### src/rtl/midi_pkg.sv
// midi_pkg: shared MIDI status constants, running-status kinds and the note event payload.
package midi_pkg;

  // Status high nibbles the parser cares about
  localparam logic [3:0] NOTE_OFF = 4'h8;
  localparam logic [3:0] NOTE_ON  = 4'h9;
  localparam logic [3:0] SYS      = 4'hF;

  // Width of one buffered note event
  localparam int unsigned EV_W = 15;

  // What the data bytes following the current running status mean
  typedef enum logic [1:0] {
    RS_NOTE_OFF = 2'd0,
    RS_NOTE_ON  = 2'd1,
    RS_SKIP1    = 2'd2,
    RS_SKIP2    = 2'd3
  } rs_kind_t;

  // Running status register contents
  typedef struct packed {
    logic     valid;
    rs_kind_t kind;
    logic     match;
  } rs_t;

  // Note event as seen by the voice/display logic
  typedef struct packed {
    logic       on;
    logic [6:0] note;
    logic [6:0] vel;
  } note_ev_t;

  // Map a channel-voice status nibble (8..E) to its running-status kind
  function automatic rs_kind_t status_kind(input logic [3:0] hi);
    rs_kind_t k;
    case (hi)
      NOTE_OFF:   k = RS_NOTE_OFF;
      NOTE_ON:    k = RS_NOTE_ON;
      4'hC, 4'hD: k = RS_SKIP1;
      default:    k = RS_SKIP2;
    endcase
    return k;
  endfunction

endpackage

### src/rtl/midi_event_fifo.sv
// midi_event_fifo: small synchronous FIFO; a push into a full FIFO is only taken with a pop.
module midi_event_fifo #(
  parameter int unsigned DEPTH = 4,
  parameter int unsigned WIDTH = 15
) (
  input  logic             clk,
  input  logic             reset,
  input  logic             push,
  input  logic [WIDTH-1:0] din,
  input  logic             pop,
  output logic [WIDTH-1:0] dout,
  output logic             full,
  output logic             empty
);

  // DEPTH must be a power of two, at least 2
  localparam int unsigned AW = $clog2(DEPTH);
  localparam int unsigned PW = AW + 1;

  logic [WIDTH-1:0] mem [DEPTH];
  logic [PW-1:0]    wr_ptr;
  logic [PW-1:0]    rd_ptr;
  logic             do_push;
  logic             do_pop;

  // Pointers carry one wrap bit so full and empty are distinguishable
  assign empty   = (wr_ptr == rd_ptr);
  assign full    = (wr_ptr[AW] != rd_ptr[AW]) && (wr_ptr[AW-1:0] == rd_ptr[AW-1:0]);
  assign do_pop  = pop && !empty;
  assign do_push = push && (!full || do_pop);
  assign dout    = mem[rd_ptr[AW-1:0]];

  // Storage and pointer update; storage is cleared so the head reads zero out of reset
  always_ff @(posedge clk) begin
    if (!reset) begin
      wr_ptr <= '0;
      rd_ptr <= '0;
      for (int i = 0; i < int'(DEPTH); i++) begin
        mem[i] <= '0;
      end
    end else begin
      if (do_push) begin
        mem[wr_ptr[AW-1:0]] <= din;
        wr_ptr              <= wr_ptr + PW'(1);
      end
      if (do_pop) begin
        rd_ptr <= rd_ptr + PW'(1);
      end
    end
  end

endmodule

### src/rtl/midi_note_sequencer.sv
// midi_note_sequencer: MIDI byte parser with running status and channel filter,
// turning Note On/Off messages into events buffered for the voice/display logic.
module midi_note_sequencer
  import midi_pkg::*;
#(
  parameter int unsigned CHANNEL = 0,
  parameter int unsigned TIMEOUT = 3840,
  parameter int unsigned DEPTH   = 4
) (
  input  logic       clk,
  input  logic       reset,
  input  logic       byte_valid,
  input  logic [7:0] byte_data,
  input  logic       byte_err,
  output logic       ev_valid,
  input  logic       ev_ready,
  output logic       ev_on,
  output logic [6:0] ev_note,
  output logic [6:0] ev_vel,
  output logic       overflow,
  output logic       busy
);

  localparam int unsigned      CNT_W    = (TIMEOUT > 1) ? $clog2(TIMEOUT) : 1;
  localparam logic [CNT_W-1:0] CNT_LAST = CNT_W'(TIMEOUT - 1);

  typedef enum logic [1:0] {
    IDLE    = 2'd0,
    WAIT_D1 = 2'd1,
    WAIT_D2 = 2'd2
  } state_t;

  state_t           state;
  rs_t              rs;
  logic [6:0]       d1;
  logic [CNT_W-1:0] idle_cnt;

  logic     is_rt_c;
  logic     strobe_c;
  logic     is_status_c;
  logic     is_data_c;
  logic     note_kind_c;
  logic     ev_push_c;
  note_ev_t ev_in_c;
  note_ev_t ev_head;
  logic     fifo_full;
  logic     fifo_empty;

  // Classify the incoming strobe: byte_err wins, real-time bytes are invisible
  assign is_rt_c     = (byte_data[7:3] == 5'b11111);
  assign strobe_c    = byte_valid && !byte_err && !is_rt_c;
  assign is_status_c = strobe_c && byte_data[7];
  assign is_data_c   = strobe_c && !byte_data[7];
  assign note_kind_c = (rs.kind == RS_NOTE_ON) || (rs.kind == RS_NOTE_OFF);

  // Second data byte of a matching note message completes an event this cycle
  assign ev_push_c = is_data_c && (state == WAIT_D2) && rs.valid && rs.match && note_kind_c;

  // Event payload; a Note On with zero velocity is reported as a note off
  always_comb begin
    ev_in_c.on   = (rs.kind == RS_NOTE_ON) && (byte_data[6:0] != 7'd0);
    ev_in_c.note = d1;
    ev_in_c.vel  = byte_data[6:0];
  end

  // Parser: running status, data byte assembly, error recovery and inter-byte timeout
  always_ff @(posedge clk) begin
    if (!reset) begin
      state    <= IDLE;
      rs       <= '0;
      d1       <= '0;
      idle_cnt <= '0;
    end else if (byte_err) begin
      state    <= rs.valid ? WAIT_D1 : IDLE;
      idle_cnt <= '0;
    end else if (is_status_c) begin
      idle_cnt <= '0;
      if (byte_data[7:4] == SYS) begin
        rs.valid <= 1'b0;
        state    <= IDLE;
      end else begin
        rs.valid <= 1'b1;
        rs.kind  <= status_kind(byte_data[7:4]);
        rs.match <= (byte_data[3:0] == 4'(CHANNEL));
        state    <= WAIT_D1;
      end
    end else if (is_data_c) begin
      idle_cnt <= '0;
      case (state)
        WAIT_D1: begin
          if (rs.kind != RS_SKIP1) begin
            d1    <= byte_data[6:0];
            state <= WAIT_D2;
          end
        end
        WAIT_D2: state <= WAIT_D1;
        default: ;
      endcase
    end else if (state == WAIT_D2) begin
      if (idle_cnt == CNT_LAST) begin
        state    <= WAIT_D1;
        d1       <= '0;
        idle_cnt <= '0;
      end else begin
        idle_cnt <= idle_cnt + CNT_W'(1);
      end
    end
  end

  // Flag a completed event lost because the FIFO was full with no pop
  always_ff @(posedge clk) begin
    if (!reset) begin
      overflow <= 1'b0;
    end else begin
      overflow <= ev_push_c && fifo_full && !ev_ready;
    end
  end

  midi_event_fifo #(
    .DEPTH (DEPTH),
    .WIDTH (EV_W)
  ) u_fifo (
    .clk   (clk),
    .reset (reset),
    .push  (ev_push_c),
    .din   (ev_in_c),
    .pop   (ev_ready),
    .dout  (ev_head),
    .full  (fifo_full),
    .empty (fifo_empty)
  );

  assign ev_valid = !fifo_empty;
  assign ev_on    = ev_head.on;
  assign ev_note  = ev_head.note;
  assign ev_vel   = ev_head.vel;
  assign busy     = (state == WAIT_D2);

endmodule

### config.mk
export PLATFORM = sky130hd
export DESIGN_NAME = midi_note_sequencer
export DESIGN_NICKNAME = d
export VERILOG_FILES = /design/src/rtl/midi_pkg.sv /design/src/rtl/midi_event_fifo.sv /design/src/rtl/midi_note_sequencer.sv
export SDC_FILE = /design/constraint.sdc
export NUM_CORES = 1
export LEC_CHECK = 0
export ABC_AREA = 1
export CORE_ASPECT_RATIO = 1.75
export CORE_UTILIZATION = 49
export DETAILED_ROUTE_END_ITERATION = 10
export DONT_BUFFER_PORTS = 1
export PLACE_DENSITY = 0.65
export SLEW_MARGIN = 20
export SYNTH_ARGS = -nofsm -noshare
export SYNTH_HDL_FRONTEND = slang
export SYNTH_SLANG_ARGS = --single-unit
### constraint.sdc
create_clock -name clk -period 3.2 [get_ports clk]
set_input_delay 0 -clock clk [delete_from_list [all_inputs] [get_ports clk]]
set_output_delay 0 -clock clk [all_outputs]
set_load 0.02 [all_outputs]
==> flow_summary.yaml <==
worst_setup_path:
  critPathMostFrequentCell: "nand2_4"
  r2r_start: "state[1]"
  critical_path_required_ns: 3.18
  regToRegSetupSlack_ns: 0.65
  endpoint_kind: "flip-flop"
  critPathLaunchType: "flip-flop"
  critPathMaxStageDelay_ns: 0.52
  rr_worst_depth: 8
  critPathArrivalTime_ns: 2.53
  worst_path_max_delay_cell: "nand2_1"
  path_max_fanout: 18
  worst-setup-path-type: "reg2reg"
  r2r-end: "u_fifo.mem[1][13]"
  crit_family: "simple AND/OR/NAND/NOR gates"
  path_buf_inv: 1
  crit_chain: "nand2_2 > inv_2 > nand3_2 > nor3_4 > nand2_4 > nor2_4 > nand2_4 > nand2_1"
synth:
  muxShareOfSynthArea_pct: 0
  synthTopCellsByArea: "edfxtp_1, dfxtp_1, nor2_1, nand2_1, o21ai_0"
  synth_xor_area_share_pct: 1.44
  seq_area_frac_synth_pct: 58.3
  synth.top_cell.area_share_pct: 42.3
  yosysWarnings: 0
  ys_ff_latch: 94
  syn_area_um2: 4260
  synth_top_family_by_area: "simple AND/OR/NAND/NOR gates"
  syn_area_per_cell_um2: 8.90
  synth_cell_types: 31
  synthAdderAreaFrac_pct: 0.882
  synth_compound_area_share_pct: 10.3
  netlist_instances: 478
  synth_fp_nets: 494
  synth-simple-area-share_pct: 23.7
  synth_area_leader_cell: "edfxtp_1"
die:
  initial_core_util_pct: 50.9
  dieHeight_um: 125
  die_x_um: 72.5
  io-pin-count: 31
  dieArea_um2: 9080
  coreArea_um2: 8370
  std_cell_rows: 44
grt:
  antenna_found_initial: 0
  gr-total-overflow: 0
  grt_pass1_wl_um: 15600
  grt_pass1_vias: 3179
  grt_usage_pct: 22.9
  grt_max_degree: 32
placement:
  dp.final_hpwl_um: 7040
  dp_worst_setup_slack_ns: 0.644
  place.gp.congestion: 0.840
  place_inst: 581
  numPortBuffers: 0
route:
  wl_per_cell_um: 15.9
  vias_per_cell: 5.31
  routed_wl_um: 9770
  wl_met2_um: 5700
  drc: 0
  first_pass_iters: 4
  drt-met1-wl_um: 3580
  ant_nets: 0
  num_vias: 3274
  top_layer_used: "met4"
  route.met3.wl_um: 317
  first_iter_violations: 216
sta:
  rsz0062_at_grt: "no"
  hold_viol: 0
  drv_slew: 0
  setup_viol: 0
  period_needed_ns: 2.55
  max_clock_freq_mhz: 392
  fin_tns_setup_ns: 0
  worst_pin_slew_ns: 0.799
  timing.final.ws_setup_ns: 0.646
  fin_skew_ns: 0.00538
  fin_crit_sh_pct: 79.8
  maxSlewHeadroom_pct: 46.7
worst_hold_path:
  hold_depth: 2
  hold_start: "byte_data[5]"
  min_to: "rs[2]"
  holdCritPathClass: "in2reg"
clock_tree:
  clock_latency_ns: 0.34
  cts_tree: "done"
  cts.sinks: 94
  path_clk_slew_ns: 0.06
  cts_root_buf: "clkbuf_16"
  htree_levels: 3
  clock_tree.buffer_depth: 2
  post_cts_resize_count: 0
  cts_buffers: 9
cells_and_area:
  syn_to_final_growth_pct: 14.2
  nets: 512
  drive_gt1_share_pct: 6.79
  instances_no_fill: 616
  finalCoreUtilization_pct: 58.1
  antenna-diode-count: 0
job:
  cap_violations: 0
pwr:
  p_leak_nw: 1.81
  powerDensity_nw_per_um2: 543
  max-vdd-ir-drop_mv: 0.308
outcome:
  status: "completed"
-- worst reg2reg max path, cell delays in order (launching register included) --
cell,delay [ns]
dfxtp_1,0.36
nand2_2,0.18
inv_2,0.22
nand3_2,0.14
nor3_4,0.24
nand2_4,0.20
nor2_4,0.18
nand2_4,0.14
nand2_1,0.52
-- sequential cells by signal, indices dropped and copies added, names as in the netlist, named ones only --
name	flops
d1	7
idle_cnt	12
overflow	1
rs	4
state	2
u_fifo.mem	60
u_fifo.rd_ptr	3
u_fifo.wr_ptr	3
-- cells by family after synthesis --
family | after synthesis
AND/OR/NAND/NOR | 236
flip-flops | 94
AO/OA/AOI/OAI | 81
buffers and inverters | 57
XOR/XNOR | 7
adder cells (fa/ha/maj) | 3
-- through the flow --
| stage | power (mW) | cell area, um2 | hold slack, ns |
|---|---|---|---|
| floorplan | 1.50 | 4260 | 0.149 |
| global placement | 1.53 | 4350 | 0.128 |
| detailed placement | 1.53 | 4350 | 0.128 |
| CTS | 2.66 | 4860 | 0.00677 |
| global route | 2.73 | 4860 | 0.0352 |
| finish | 2.64 | 4860 | 0.0169 |
-- cell usage after synthesis (all sizes together) --
cell type,instances
clkbuf,11
dfxtp,34
nor2,132
inv,42
buf,4
ha,3
a21oi,24
xnor2,2
nor3,3
edfxtp,60
o31ai,1
nor4,2
o21ai,37
a31oi,2
xor2,5
nand3b,1
nand4,6
or2,1
o22ai,16
nand3,19
nand2,72
o21bai,1
-- area by class of cell --
type | count | area (um2)
multi-input combinational | 327 | 1540
clock inverter | 3 | 40.0
sequential | 94 | 2480
timing repair buffer | 22 | 213
clock buffer | 13 | 280
tap | 115 | 144
inverter | 42 | 158
fill | 790 | 3510
-- placed cells by master (no fill, tap or decap), drive strengths merged --
master	n
a21oi	24
a31oi	2
buf	3
bufinv	1
clkbuf	13
clkinv	2
dfxtp	34
dlygate4sd3	19
edfxtp	60
ha	3
inv	42
nand2	72
nand3	19
nand3b	1
nand4	6
nor2	132
nor3	3
nor4	2
o21ai	37
o21bai	1
o22ai	16
o31ai	1
or2	1
xnor2	2
xor2	5
-- worst max-delay path by stage --
stage / start / slack [ns] / endpoint / cells after the start
after CTS: state[1] / 0.63 / u_fifo.mem[1][13] / 8
after detailed placement: state[1] / 0.64 / u_fifo.mem[1][14] / 8
after global placement: state[1] / 0.75 / u_fifo.mem[1][14] / 8
after global routing: state[1] / 0.47 / u_fifo.mem[0][3] / 8
final: state[1] / 0.65 / u_fifo.mem[1][13] / 8
after floorplan: u_fifo.wr_ptr[1] / 1.09 / u_fifo.mem[3][0] / 6
-- power by group --
| part | internal, mW | switching [mW] | total, mW |
|---|---|---|---|
| sequential | 1.32 | 0.0166 | 1.34 |
| combinational | 0.0537 | 0.138 | 0.192 |
| clock | 0.687 | 0.423 | 1.11 |
-- timing repair --
| action | in CTS | in global routing |
|---|---|---|
| hold buffers | 19 | 0 |
| hold endpoints to repair | 40 | 0 |
| buffers inserted | 0 | 0 |
-- layer usage --
layer  vias to the layer above  GRT usage, %
met2                        47          44.0
met4                         0          7.50
met5                         -             0
met1                      1578          23.1
met3                        15          5.72
li1                       1634             -
(Power assumes the default switching activity.)
